===== src/rtl/flash_prog.sv =====
// flash_prog: Wishbone-controlled program/sector-erase engine for 16-bit AMD-command NOR flash.
// Issues timed unlock/command write cycles, then polls DQ6 toggle / DQ5 until completion or timeout.
module flash_prog #(
  parameter int unsigned T_SU  = 1,
  parameter int unsigned T_WE  = 4,
  parameter int unsigned T_HLD = 2,
  parameter int unsigned T_RD  = 5,
  parameter int unsigned TMO   = 250_000_000
) (
  input  logic        wb_clk_i,
  input  logic        wb_rst_i,
  input  logic [15:0] wb_dat_i,
  output logic [15:0] wb_dat_o,
  input  logic [2:1]  wb_adr_i,
  input  logic        wb_we_i,
  input  logic        wb_stb_i,
  input  logic        wb_cyc_i,
  input  logic [1:0]  wb_sel_i,
  output logic        wb_ack_o,
  output logic [21:0] flash_addr_,
  input  logic [15:0] flash_data_i_,
  output logic [15:0] flash_data_o_,
  output logic        flash_data_oe_,
  output logic        flash_we_n_,
  output logic        flash_oe_n_,
  output logic        flash_ce_n_,
  output logic        flash_rst_n_
);

  localparam logic [3:0] IDLE  = 4'd0;
  localparam logic [3:0] W_SU  = 4'd1;
  localparam logic [3:0] W_LO  = 4'd2;
  localparam logic [3:0] W_HLD = 4'd3;
  localparam logic [3:0] W_GAP = 4'd4;
  localparam logic [3:0] P_RD  = 4'd5;
  localparam logic [3:0] P_GAP = 4'd6;
  localparam logic [3:0] RST_W = 4'd7;
  localparam logic [3:0] DONE  = 4'd8;

  localparam logic [7:0]  SU_L  = 8'(T_SU - 1);
  localparam logic [7:0]  WE_L  = 8'(T_WE - 1);
  localparam logic [7:0]  HLD_L = 8'(T_HLD - 1);
  localparam logic [7:0]  RD_L  = 8'(T_RD - 1);
  localparam logic [31:0] TMO_L = 32'(TMO - 1);

  logic [3:0]  state, state_n;
  logic [7:0]  cnt, cnt_n;
  logic [2:0]  step, step_n;
  logic [31:0] tmo_cnt, tmo_n;
  logic        is_erase, is_erase_n;
  logic        f0, f0_n;
  logic        first, first_n;
  logic        extra, extra_n;
  logic        prev6, prev6_n;
  logic        busy, busy_n;
  logic        done, done_n;
  logic        err, err_n;
  logic [7:0]  last_dq, last_dq_n;
  logic [15:0] addr_lo, addr_lo_n;
  logic [5:0]  addr_hi, addr_hi_n;
  logic [15:0] data_r, data_n;
  logic        ack_n;
  logic [15:0] dat_o_n;
  logic [21:0] fa_n;
  logic [15:0] fd_n;
  logic [15:0] rd_mux;
  logic [21:0] full_addr;
  logic [2:0]  last_step;
  logic        acc, wr, tmo_hit, bad_result;

  // Address/data of command step idx; step 5 only exists for sector erase.
  function automatic logic [37:0] cmd_word(input logic [2:0] idx, input logic erase,
                                           input logic [21:0] a, input logic [15:0] d);
    logic [37:0] r;
    case (idx)
      3'd0:    r = {22'h000555, 16'h00AA};
      3'd1:    r = {22'h0002AA, 16'h0055};
      3'd2:    r = {22'h000555, erase ? 16'h0080 : 16'h00A0};
      3'd3:    r = erase ? {22'h000555, 16'h00AA} : {a, d};
      3'd4:    r = {22'h0002AA, 16'h0055};
      default: r = {a, 16'h0030};
    endcase
    return r;
  endfunction

  // {ce_n, we_n, oe_n, data_oe} for each state; registered so pads never glitch.
  function automatic logic [3:0] pad_ctl(input logic [3:0] s);
    logic [3:0] r;
    case (s)
      W_SU, W_HLD: r = 4'b0111;
      W_LO:        r = 4'b0011;
      P_RD:        r = 4'b0100;
      default:     r = 4'b1110;
    endcase
    return r;
  endfunction

  assign flash_rst_n_ = 1'b1;
  assign full_addr    = {addr_hi, addr_lo};
  assign last_step    = is_erase ? 3'd5 : 3'd3;
  assign acc          = wb_stb_i & wb_cyc_i & ~wb_ack_o;
  assign wr           = acc & wb_we_i & (wb_sel_i == 2'b11);
  assign tmo_hit      = (tmo_cnt == TMO_L);
  assign bad_result   = is_erase ? (flash_data_i_ != 16'hFFFF) : (flash_data_i_ != data_r);

  always_comb begin
    rd_mux = '0;
    case (wb_adr_i)
      2'd0: rd_mux = addr_lo;
      2'd1: rd_mux = {10'd0, addr_hi};
      2'd2: rd_mux = data_r;
      2'd3: rd_mux = {last_dq, 5'd0, err, done, busy};
      default: rd_mux = '0;
    endcase
  end

  always_comb begin
    state_n    = state;
    cnt_n      = cnt;
    step_n     = step;
    tmo_n      = tmo_cnt;
    is_erase_n = is_erase;
    f0_n       = f0;
    first_n    = first;
    extra_n    = extra;
    prev6_n    = prev6;
    busy_n     = busy;
    done_n     = done;
    err_n      = err;
    last_dq_n  = last_dq;
    addr_lo_n  = addr_lo;
    addr_hi_n  = addr_hi;
    data_n     = data_r;
    fa_n       = flash_addr_;
    fd_n       = flash_data_o_;
    ack_n      = acc;
    dat_o_n    = acc ? rd_mux : wb_dat_o;

    case (state)
      W_SU: begin
        if (cnt == SU_L) begin
          state_n = W_LO;
          cnt_n   = '0;
        end else cnt_n = cnt + 8'd1;
      end
      W_LO: begin
        if (cnt == WE_L) begin
          state_n = W_HLD;
          cnt_n   = '0;
        end else cnt_n = cnt + 8'd1;
      end
      W_HLD: begin
        if (cnt == HLD_L) begin
          cnt_n = '0;
          if (f0) state_n = DONE;
          else if (step == last_step) begin
            state_n = P_RD;
            fa_n    = full_addr;
          end else state_n = W_GAP;
        end else cnt_n = cnt + 8'd1;
      end
      W_GAP: begin
        step_n         = step + 3'd1;
        {fa_n, fd_n}   = cmd_word(step + 3'd1, is_erase, full_addr, data_r);
        state_n        = W_SU;
      end
      P_RD: begin
        tmo_n = tmo_cnt + 32'd1;
        if (tmo_hit) begin
          err_n   = 1'b1;
          state_n = RST_W;
        end else if (cnt == RD_L) begin
          cnt_n     = '0;
          last_dq_n = flash_data_i_[7:0];
          prev6_n   = flash_data_i_[6];
          state_n   = P_GAP;
          // A stable DQ6 means the embedded algorithm finished; DQ5 buys exactly one retry.
          if (first) first_n = 1'b0;
          else if (flash_data_i_[6] == prev6) begin
            if (bad_result) begin
              err_n   = 1'b1;
              state_n = RST_W;
            end else begin
              done_n  = 1'b1;
              state_n = DONE;
            end
          end else if (extra) begin
            err_n   = 1'b1;
            state_n = RST_W;
          end else if (flash_data_i_[5]) extra_n = 1'b1;
        end else cnt_n = cnt + 8'd1;
      end
      P_GAP: begin
        tmo_n = tmo_cnt + 32'd1;
        if (tmo_hit) begin
          err_n   = 1'b1;
          state_n = RST_W;
        end else begin
          state_n = P_RD;
          cnt_n   = '0;
        end
      end
      RST_W: begin
        f0_n    = 1'b1;
        fa_n    = full_addr;
        fd_n    = 16'h00F0;
        cnt_n   = '0;
        state_n = W_SU;
      end
      DONE: begin
        busy_n  = 1'b0;
        state_n = IDLE;
      end
      default: state_n = IDLE;
    endcase

    if (wr && !busy) begin
      case (wb_adr_i)
        2'd0: addr_lo_n = wb_dat_i;
        2'd1: addr_hi_n = wb_dat_i[5:0];
        2'd2: data_n    = wb_dat_i;
        default: begin
          if (wb_dat_i[1] ^ wb_dat_i[0]) begin
            busy_n       = 1'b1;
            done_n       = 1'b0;
            err_n        = 1'b0;
            is_erase_n   = wb_dat_i[1];
            f0_n         = 1'b0;
            first_n      = 1'b1;
            extra_n      = 1'b0;
            tmo_n        = '0;
            step_n       = '0;
            cnt_n        = '0;
            {fa_n, fd_n} = cmd_word(3'd0, wb_dat_i[1], full_addr, data_r);
            state_n      = W_SU;
          end
        end
      endcase
    end
  end

  always_ff @(posedge wb_clk_i or posedge wb_rst_i) begin
    if (wb_rst_i) begin
      state          <= IDLE;
      cnt            <= '0;
      step           <= '0;
      tmo_cnt        <= '0;
      is_erase       <= 1'b0;
      f0             <= 1'b0;
      first          <= 1'b0;
      extra          <= 1'b0;
      prev6          <= 1'b0;
      busy           <= 1'b0;
      done           <= 1'b0;
      err            <= 1'b0;
      last_dq        <= '0;
      addr_lo        <= '0;
      addr_hi        <= '0;
      data_r         <= '0;
      wb_ack_o       <= 1'b0;
      wb_dat_o       <= '0;
      flash_addr_    <= '0;
      flash_data_o_  <= '0;
      flash_ce_n_    <= 1'b1;
      flash_we_n_    <= 1'b1;
      flash_oe_n_    <= 1'b1;
      flash_data_oe_ <= 1'b0;
    end else begin
      state          <= state_n;
      cnt            <= cnt_n;
      step           <= step_n;
      tmo_cnt        <= tmo_n;
      is_erase       <= is_erase_n;
      f0             <= f0_n;
      first          <= first_n;
      extra          <= extra_n;
      prev6          <= prev6_n;
      busy           <= busy_n;
      done           <= done_n;
      err            <= err_n;
      last_dq        <= last_dq_n;
      addr_lo        <= addr_lo_n;
      addr_hi        <= addr_hi_n;
      data_r         <= data_n;
      wb_ack_o       <= ack_n;
      wb_dat_o       <= dat_o_n;
      flash_addr_    <= fa_n;
      flash_data_o_  <= fd_n;
      {flash_ce_n_, flash_we_n_, flash_oe_n_, flash_data_oe_} <= pad_ctl(state_n);
    end
  end

endmodule


===== config.mk =====
export PLATFORM = sky130hd
export DESIGN_NAME = flash_prog
export DESIGN_NICKNAME = d
export VERILOG_FILES = /design/src/rtl/flash_prog.sv
export SDC_FILE = /design/constraint.sdc
export NUM_CORES = 1
export LEC_CHECK = 0
export CORE_UTILIZATION = 40
export DETAILED_ROUTE_END_ITERATION = 10
export PLACE_DENSITY = 0.59
export SYNTH_ARGS = -nofsm -noshare
export SYNTH_HDL_FRONTEND = slang
export SYNTH_SLANG_ARGS = --single-unit
export TNS_END_PERCENT = 5

===== constraint.sdc =====
create_clock -name wb_clk_i -period 6.05 [get_ports wb_clk_i]
set_input_delay 1.21 -clock wb_clk_i [delete_from_list [all_inputs] [get_ports wb_clk_i]]
set_output_delay 1.21 -clock wb_clk_i [all_outputs]
set_load 0.02 [all_outputs]

==> flow_metrics.py, run 1 <==
metrics = {
    "timing": {
        "fin_ws_ns": 2.485,
        "rsz0062_at_grt": "false",
        "relSlewSlack": 0.3908,
        "hold_slack_ns": 0.4748,
        "drv_slew": 0,
        "skew_ns": 0.008859,
        "tightestPinTransition_ns": 0.9043,
        "setup_viol": 0,
        "hold_viol": 0,
        "fin_crit_ns": 3.565,
        "fin_crit_sh": 0.5892,
        "fmax_ghz": 0.2805,
        "setup-tns-final_ns": 0,
    },
    "floorplan": {
        "ioPinCount": 101,
        "initial_utilization": 0.4082,
        "fp-row-count": 51,
        "die_h_um": 143.2,
        "die-area_um2": 20490,
        "die_w_um": 143.2,
        "core_area_um2": 19530,
    },
    "critical_path": {
        "critPathMaxStageDelay_ns": 0.76,
        "arrival_ns": 3.89,
        "critPathCaptureType": "flop",
        "path_cells": "clkdlybuf4s50_1 > buf_4 > and2_1 > and4_2 > a21o_1 > nor2_1 > o21a_1 > o32a_1",
        "cp_max_fo": 34,
        "worstSetupPathType": "input port to flop",
        "startpoint_type": "input port",
        "slowest_stage": "and4_2",
        "required_ns": 6.37,
    },
    "synthesis": {
        "syn_inst": 802,
        "synth_top_area_share": 0.4898,
        "netlist_top_cells_area": "dfrtp_1, mux2_2, nor2_1",
        "ys_seq_area_frac": 0.4997,
        "synth-edff-count": 0,
        "synth.yosys.warnings": 0,
        "synth.avg_cell_area_um2": 9.938,
        "synthArstFlopShare": 1.000,
        "synth_most_common_cell": "dfrtp_1",
        "synthTopCellsByCount": "dfrtp_1, nor2_1, nand2_1",
        "ys_types": 63,
        "synth_top_cell_by_area": "dfrtp_1",
        "syn_nets": 852,
        "synth-seq-cells": 159,
        "syn-cell-area_um2": 7970,
        "synthFlopType": "dfrtp_1",
    },
    "grt": {
        "grt_pass1_vias": 6092,
        "grt_pass1_wl_um": 34000,
        "overflow": 0,
        "grt_start_max_net_pins": 86,
        "antenna_found_initial": 0,
        "track_usage": 0.2217,
    },
    "cts": {
        "cts_tree": "done",
        "path_clk_slew_ns": 0.07,
        "cts_made_buffers": 17,
        "cts.repair.resized": 0,
        "htreeDepth": 4,
        "hold_buffers": 0,
        "insertion_delay_ns": 0.44,
        "cts_setup_buffers": 0,
        "cts_root_buf": "clkbuf_16",
        "clock_path_buffers": 2,
        "clkSinkCount": 159,
    },
    "placed_design": {
        "portBuffers": 99,
        "dp.cells": 1135,
        "hpwl_um": 15610,
        "dp_slack_ns": 1.997,
        "place_congestion": 0.8766,
    },
    "final_layout": {
        "multi_input_area_um2": 3726,
        "nNetsFinal": 939,
        "area_growth_pct": 22.67,
        "seqCellArea_um2": 3983,
        "fillers": 1865,
        "fin_cells": 1167,
        "antennaDiodeCount": 0,
        "finish.utilization": 0.5007,
        "drive_gt1_frac": 0.1098,
    },
    "power_and_ir_drop": {
        "p_per_area_nw_per_um2": 240.6,
        "p_leak_uw": 0.004096,
        "vdd_ir_drop_max_uv": 176.5,
    },
    "routing": {
        "viasPerCell": 5.410,
        "routed_wl_um": 21740,
        "drc": 0,
        "wl_per_cell_um": 18.63,
        "drtAntennaViolNets": 0,
        "drtPass1Iterations": 5,
        "drt_iter0_markers": 483,
        "vias": 6313,
    },
    "run": {
        "cap_violations": 0,
    },
    "status": {
        "status": "finished, final reports clean",
    },
    "min_path": {
        "hold_path_class": "flop to flop",
    },
}
-- final timing paths --
path                             startpoint           endpoint  slack, ns  depth (start not counted)
worst max-delay path            wb_adr_i[2]     flash_data_oe_       2.49                          8
worst min-delay path            wb_dat_o[2]        wb_dat_o[2]       0.47                          2
worst max register to register     is_erase     flash_data_oe_       3.19                          6
worst min register to register  wb_dat_o[2]        wb_dat_o[2]       0.47                          2
max in group asynchronous          wb_rst_i        flash_oe_n_       3.72                          3
min in group asynchronous          wb_rst_i  flash_data_o_[12]       1.31                          2
-- metal layers --
metal	GRT usage	share of wire	up-vias
li1	-	-	3032
met1	0.3021	0.47	3084
met2	0.3564	0.47	165
met3	0.03756	0.043	32
met4	0.07414	0.018	0
met5	0	0	-
-- registers in the layout, indices dropped and copies added, names as in the netlist, 3 cells and up --
signal	count
addr_lo	16
flash_addr_	22
last_dq	8
data_r	16
step	3
wb_dat_o	16
tmo_cnt	32
cnt	8
flash_data_o_	16
addr_hi	6
state	4
-- where the power goes --
part / switching, uW / internal (uW) / leakage (uW)
clock network: 495 / 547 / 0.000279
registers: 25.4 / 1090 / 0.00170
logic: 107 / 89.7 / 0.00211
total: 627 / 1720 / 0.00410
-- cell families after synthesis --
logic type,share of synthesized area
AO/OA/AOI/OAI,0.1327
XOR/XNOR,0.03956
adder cells (fa/ha/maj),0.01413
buffers and inverters,0.03422
flip-flops,0.4997
multiplexers,0.08493
other,0.0004705
AND/OR/NAND/NOR,0.1943
-- per-stage QoR --
stage	instance area, um^2	power (uW)
4_1_cts	9777	2375
2_1_floorplan	7970	1243
5_1_grt	9777	2446
6_report	9777	2352
3_5_place_dp	9213	1332
3_3_place_gp	9213	1331
-- cells in the final DEF, fill, tap and decap left out, drive strengths merged, types with 5 or more instances in the layout --
master / count
dfrtp: 156
nor2: 99
clkdlybuf4s50: 99
nand2: 73
a21oi: 45
mux2: 39
inv: 39
o21ai: 35
a22oi: 27
nand3: 22
xor2: 20
or3: 17
mux2i: 17
clkbuf: 17
xnor2: 16
nand4: 15
nand2b: 15
and3: 12
nor3: 12
ha: 9
buf: 9
nor2b: 8
nor4: 7
a221o: 6
a211oi: 5
nor4b: 5
and4: 5
-- worst max-delay path: cells and delay by family --
kind,cells,cell delay [ns]
AO/OA/AOI/OAI,3,0.68
buffers and inverters,2,0.75
AND/OR/NAND/NOR,3,1.21
-- final cells by class --
type                    instances  area share
clock buffers                  17     0.04351
flip-flops and latches        159      0.4073
multi-input cells             574      0.3811
inverters                      29     0.01165
repair buffers                108      0.1083
clock inverters                15     0.01421
well taps                     265     0.03391
Power figures use the tool's default switching activity.
==> inputs of run 2 (changes only) <==
--- a/config.mk
+++ b/config.mk
@@ -7,7 +7,7 @@
 export LEC_CHECK = 0
 export CORE_UTILIZATION = 40
 export DETAILED_ROUTE_END_ITERATION = 10
-export PLACE_DENSITY = 0.59
+export PLACE_DENSITY = 0.61
 export SYNTH_ARGS = -nofsm -noshare
 export SYNTH_HDL_FRONTEND = slang
 export SYNTH_SLANG_ARGS = --single-unit
==> constraint.sdc (replaced) <==
create_clock -name wb_clk_i -period 3.2 [get_ports wb_clk_i]
set_input_delay 0.64 -clock wb_clk_i [delete_from_list [all_inputs] [get_ports wb_clk_i]]
set_output_delay 0.64 -clock wb_clk_i [all_outputs]
set_load 0.02 [all_outputs]
==> run 2 against run 1 <==
Compared with the run above:
- sequential power rose by 90%
- count of clock-buffer cells in the layout unchanged
- via count up 2.3%
- global-route usage up 0.87 points
- critical path depth fell by 1
==> flow_metrics.py, run 2 (synthesis results as in run 1) <==
metrics = {
    "critical_path": {
        "cp_max_fo": 14,
        "r2r_cells": 7,
        "arrival_ns": 2.97,
        "r2r_slack_ns": 0.52,
        "critPathCaptureType": "flop",
        "worstSetupPathType": "flop to flop",
        "startpoint_type": "flop",
        "r2r-end": "flash_addr_[3]",
        "r2r-start": "cnt[2]",
        "required_ns": 3.49,
    },
    "floorplan": {
        "core_area_um2": 19530,
        "fp-row-count": 51,
        "die-area_um2": 20490,
        "die_w_um": 143.2,
        "ioPinCount": 101,
        "die_h_um": 143.2,
        "initial_utilization": 0.4082,
    },
    "power_and_ir_drop": {
        "pwr-share-seq": 0.463,
        "combPwrFrac": 0.083,
        "p_total_uw": 4553,
        "switching_share": 0.2766,
        "p_leak_uw": 0.004198,
        "p_per_area_nw_per_um2": 456.7,
        "intPower_uw": 3293,
        "clkPwrFrac": 0.454,
        "vdd_ir_drop_max_uv": 363.3,
        "switchingPower_uw": 1259,
    },
    "routing": {
        "viasPerCell": 5.454,
        "routed_wl_um": 22510,
        "vias": 6457,
        "drt_iter0_markers": 375,
        "drtPass1Iterations": 5,
        "drtAntennaViolNets": 0,
        "wl_per_cell_um": 19.01,
        "drc": 0,
    },
    "timing": {
        "hold_viol": 0,
        "relSlewSlack": 0.2605,
        "fmax_ghz": 0.3732,
        "fin_crit_sh": 0.8373,
        "fin_crit_ns": 2.679,
        "drv_slew": 0,
        "setup_viol": 0,
        "rsz0062_at_grt": "false",
        "tightestPinTransition_ns": 1.105,
        "setup-tns-final_ns": 0,
        "skew_ns": 0.01249,
    },
    "cts": {
        "insertion_delay_ns": 0.44,
        "clkSinkCount": 159,
        "cts.repair.resized": 0,
        "path_clk_slew_ns": 0.07,
        "htreeDepth": 4,
        "hold_buffers": 0,
        "clock_path_buffers": 2,
        "cts_root_buf": "clkbuf_16",
        "cts_made_buffers": 17,
        "cts_tree": "done",
        "cts_setup_buffers": 0,
    },
    "final_layout": {
        "final_cell_mix": "dfrtp_1, nor2_1, clkdlybuf4s50_1, nand2_1, a21oi_1",
        "design_area_um2": 9970,
        "nNetsFinal": 956,
        "fillers": 1873,
        "area_growth_pct": 25.09,
        "drive_gt1_frac": 0.1262,
        "fin_cells": 1184,
        "multi_input_area_um2": 3726,
        "finish.utilization": 0.5106,
        "seqCellArea_um2": 3983,
        "antennaDiodeCount": 0,
        "layout_commonest_cell": "dfrtp_1",
        "largest_reg_flops": 32,
        "regMostFlops": "tmo_cnt",
        "top_regs": "tmo_cnt (32), flash_addr_ (22)",
    },
    "min_path": {
        "hold_path_class": "flop to flop",
        "hold_depth": 2,
        "hold_path_end": "wb_dat_o[8]",
        "min-delay-start": "wb_dat_o[8]",
    },
    "grt": {
        "grt_start_max_net_pins": 132,
        "overflow": 0,
        "antenna_found_initial": 0,
        "grt_pass1_vias": 6208,
        "track_usage": 0.2304,
        "grt_pass1_wl_um": 35170,
    },
    "placed_design": {
        "hpwl_um": 16200,
        "dp.cells": 1152,
        "place_area_um2": 9351,
        "portBuffers": 99,
        "place_congestion": 0.8739,
    },
    "run": {
        "cap_violations": 0,
    },
    "status": {
        "status": "finished, final reports clean",
    },
}
run 2: changes by cell type in the layout (fill, tap and decap cells not counted), sizes merged:
cell      delta
buf         +17
inv          -6
clkinv       +5
clkinvlp     +1
run 2: worst max-delay path by stage:
stage                     startpoint               to  slack (ns)  depth (start not counted)
global placement    flash_data_i_[4]   flash_data_oe_        0.17                          7
detailed placement  flash_data_i_[4]   flash_data_oe_        0.15                          7
global route                  cnt[4]  flash_addr_[17]        0.24                          7
floorplan                   wb_rst_i       addr_hi[0]        0.55                          1
CTS                           cnt[2]   flash_addr_[3]        0.52                          7
finish                        cnt[2]   flash_addr_[3]        0.52                          7
run 2: layer usage:
metal  vias to the layer above  wire [um]  global-route usage
met5                         -          0                   0
met4                         0        727              0.1019
met3                        40       1123             0.04091
met2                       187      10110              0.3489
met1                      3153      10550              0.3213
li1                       3077          -                   -
run 2: through the flow:
stage / hold WS [ns] / setup slack, ns
after floorplan: 0.4549 / 0.5476
after global placement: 0.4625 / 0.1656
after detailed placement: 0.4695 / 0.1514
after CTS: 0.4873 / 0.5205
after global routing: 0.5150 / 0.2429
final: 0.4792 / 0.5205
run 2: power groups by stage:
stage	registers (uW)	clock network, uW	logic, uW
final	2110	2070	379
after global routing	2120	2180	416
after CTS	2110	2090	382
after detailed placement	2150	0	380
after global placement	2150	0	379
after floorplan	2160	0	192
run 2: layout make-up:
class / count / share of cell area
flip-flops and latches: 159 / 0.3995
multi-input cells: 574 / 0.3737
repair buffers: 125 / 0.1202
clock buffers: 17 / 0.04267
well taps: 265 / 0.03326
clock inverters: 15 / 0.01933
inverters: 29 / 0.01130
run 2: worst max-delay path: stages (launching register included):
cell and delay [ns]:
dfrtp_1 0.47, nor4_1 0.53, nand4_1 0.32, a2111oi_4 0.37, nor2_1 0.34, buf_4 0.28, a22oi_1 0.13, a21oi_1 0.09
==> inputs of run 3 (changes only) <==
==> constraint.sdc (replaced) <==
create_clock -name wb_clk_i -period 2.3 [get_ports wb_clk_i]
set_input_delay 0.46 -clock wb_clk_i [delete_from_list [all_inputs] [get_ports wb_clk_i]]
set_output_delay 0.46 -clock wb_clk_i [all_outputs]
set_load 0.02 [all_outputs]
==> run 3 against run 2 <==
Compared with the run above:
- the run now ends with setup timing left
- worst setup slack lost 0.56 ns
- routed wire length increased by 4.5%
- clock power increased by 37%
- design area rose by 9.4%
- critical path depth up 2
- flip-flop and latch count unchanged
- count of clock-buffer cells in the layout is the same
==> flow_metrics.py, run 3 (synthesis results as in run 1) <==
metrics = {
    "critical_path": {
        "startpoint_type": "flop",
        "crit_family": "compound AO/OA/AOI/OAI gates",
        "r2r_slack_ns": -0.04,
        "worstSetupPathType": "flop to flop",
        "critPathCaptureType": "flop",
        "arrival_ns": 2.66,
        "cp_max_fo": 6,
        "r2r_cells": 9,
        "critPathMaxStageDelay_ns": 0.45,
        "path_cells": "buf_4 > buf_4 > nor3_1 > o211ai_1 > a2bb2oi_2 > nand4_1 > buf_4 > o21a_1 > o32a_1",
        "r2r-start": "is_erase",
        "slowest_stage": "dfrtp_2",
        "required_ns": 2.61,
        "crit_buf_inv": 3,
        "r2r-end": "flash_data_oe_",
        "cpMostUsedCell": "buf_4",
    },
    "final_layout": {
        "layout_commonest_cell": "dfrtp_1",
        "multi_input_area_um2": 3829,
        "final_cell_mix": "dfrtp_1, buf_4, nor2_1, clkdlybuf4s50_1, nand2_1",
        "nNetsFinal": 1053,
        "top_regs": "tmo_cnt (32), flash_addr_ (22)",
        "fillers": 1767,
        "fin_cells": 1282,
        "drive_gt1_frac": 0.2283,
        "regMostFlops": "tmo_cnt",
        "area_growth_pct": 36.84,
        "seqCellArea_um2": 3984,
        "largest_reg_flops": 32,
    },
    "routing": {
        "routed_wl_um": 23530,
        "vias": 6738,
        "drtPass1Iterations": 5,
        "wl_per_cell_um": 18.36,
        "viasPerCell": 5.256,
        "drtAntennaViolNets": 0,
        "drt_iter0_markers": 479,
        "drc": 0,
    },
    "cts": {
        "cts_tree": "done",
        "cts_root_buf": "clkbuf_16",
        "path_clk_slew_ns": 0.07,
        "clkSinkCount": 159,
        "htreeDepth": 4,
        "cts_made_buffers": 17,
        "clock_path_buffers": 2,
        "hold_buffers": 0,
        "insertion_delay_ns": 0.43,
    },
    "power_and_ir_drop": {
        "p_leak_uw": 0.004793,
        "intPower_uw": 4669,
        "clkPwrFrac": 0.443,
        "p_total_uw": 6419,
        "pwr-share-seq": 0.454,
        "switchingPower_uw": 1751,
        "switching_share": 0.2727,
        "p_per_area_nw_per_um2": 588.6,
        "vdd_ir_drop_max_uv": 482.2,
        "combPwrFrac": 0.103,
    },
    "floorplan": {
        "fp-row-count": 51,
        "initial_utilization": 0.4082,
        "die-area_um2": 20490,
        "ioPinCount": 101,
        "core_area_um2": 19530,
        "die_h_um": 143.2,
        "die_w_um": 143.2,
    },
    "timing": {
        "fin_crit_ns": 2.344,
        "setup-tns-final_ns": -0.04377,
        "rsz0062_at_grt": "true",
        "hold_viol": 0,
        "skew_ns": 0.01381,
        "fin_ws_ns": -0.04377,
        "fin_crit_sh": 1.019,
        "drv_slew": 0,
        "fmax_ghz": 0.4267,
        "setup_viol": 1,
    },
    "run": {
        "cap_violations": 0,
    },
    "placed_design": {
        "portBuffers": 99,
        "dp.cells": 1243,
        "hpwl_um": 17810,
        "dp_slack_ns": -0.4873,
        "place_congestion": 0.9232,
    },
    "grt": {
        "grt_pass1_wl_um": 37110,
        "grt_pass1_vias": 6721,
        "overflow": 0,
        "track_usage": 0.2430,
        "antenna_found_initial": 1,
        "grt_start_max_net_pins": 62,
    },
    "status": {
        "violations": "setup timing",
        "status": "finished, violations left",
    },
    "min_path": {
        "hold_path_class": "input port to async pin",
    },
}
-- run 3: through the flow --
step	utilization	hold slack, ns	cell area [um^2]
6_report	0.5586	0.4008	10910
5_1_grt	0.5584	0.4141	10900
4_1_cts	0.5540	0.3927	10820
3_5_place_dp	0.5197	0.4697	10150
3_3_place_gp	0.5197	0.4612	10150
2_1_floorplan	-	0.4549	7974
-- run 3: power groups by stage --
stage / Combinational, uW / Sequential [uW] / Clock (uW)
finish: 664 / 2910 / 2840
detailed placement: 626 / 2970 / 0
CTS: 656 / 2910 / 2920
global route: 728 / 2920 / 3030
floorplan: 267 / 3000 / 0
global placement: 623 / 2970 / 0
-- run 3: repair_timing --
action                                 CTS  global route
pin swaps                               10             7
setup endpoints to repair               17            48
endpoints found under the hold margin    0             0
setup buffers                            6             0
resized for setup                        5            18
-- run 3: worst max path at each step --
stage,from,to,cells after the start
after CTS,cnt[7],flash_data_oe_,6
final,is_erase,flash_data_oe_,9
after detailed placement,flash_data_i_[14],flash_data_oe_,7
after floorplan,wb_rst_i,addr_hi[0],1
after global placement,flash_data_i_[14],flash_data_oe_,7
after global routing,is_erase,flash_data_oe_,7
-- run 3: worst reg2reg max path, delay by kind of cell, from the launching register on --
family,cells,cell delay (ns)
AOI/OAI and AO/OA,4,0.81
buffers and inverters,3,0.54
DFF,1,0.45
and+or+nand+nor,2,0.43
-- run 3: final cells by class --
class	count	area share
inverters	29	0.01032
flip-flops and latches	159	0.3653
clock buffers	17	0.03900
multi-input cells	574	0.3510
repair buffers	222	0.1872
clock inverters	15	0.01652
diodes	1	0.0002294
well taps	265	0.03040
-- run 3: per-layer routing --
metal,vias up,GRT usage,share of wire
met5,-,0,0
li1,3267,-,-
met4,0,0.09168,0.026
met2,155,0.3918,0.47
met3,33,0.05198,0.049
met1,3283,0.3194,0.46
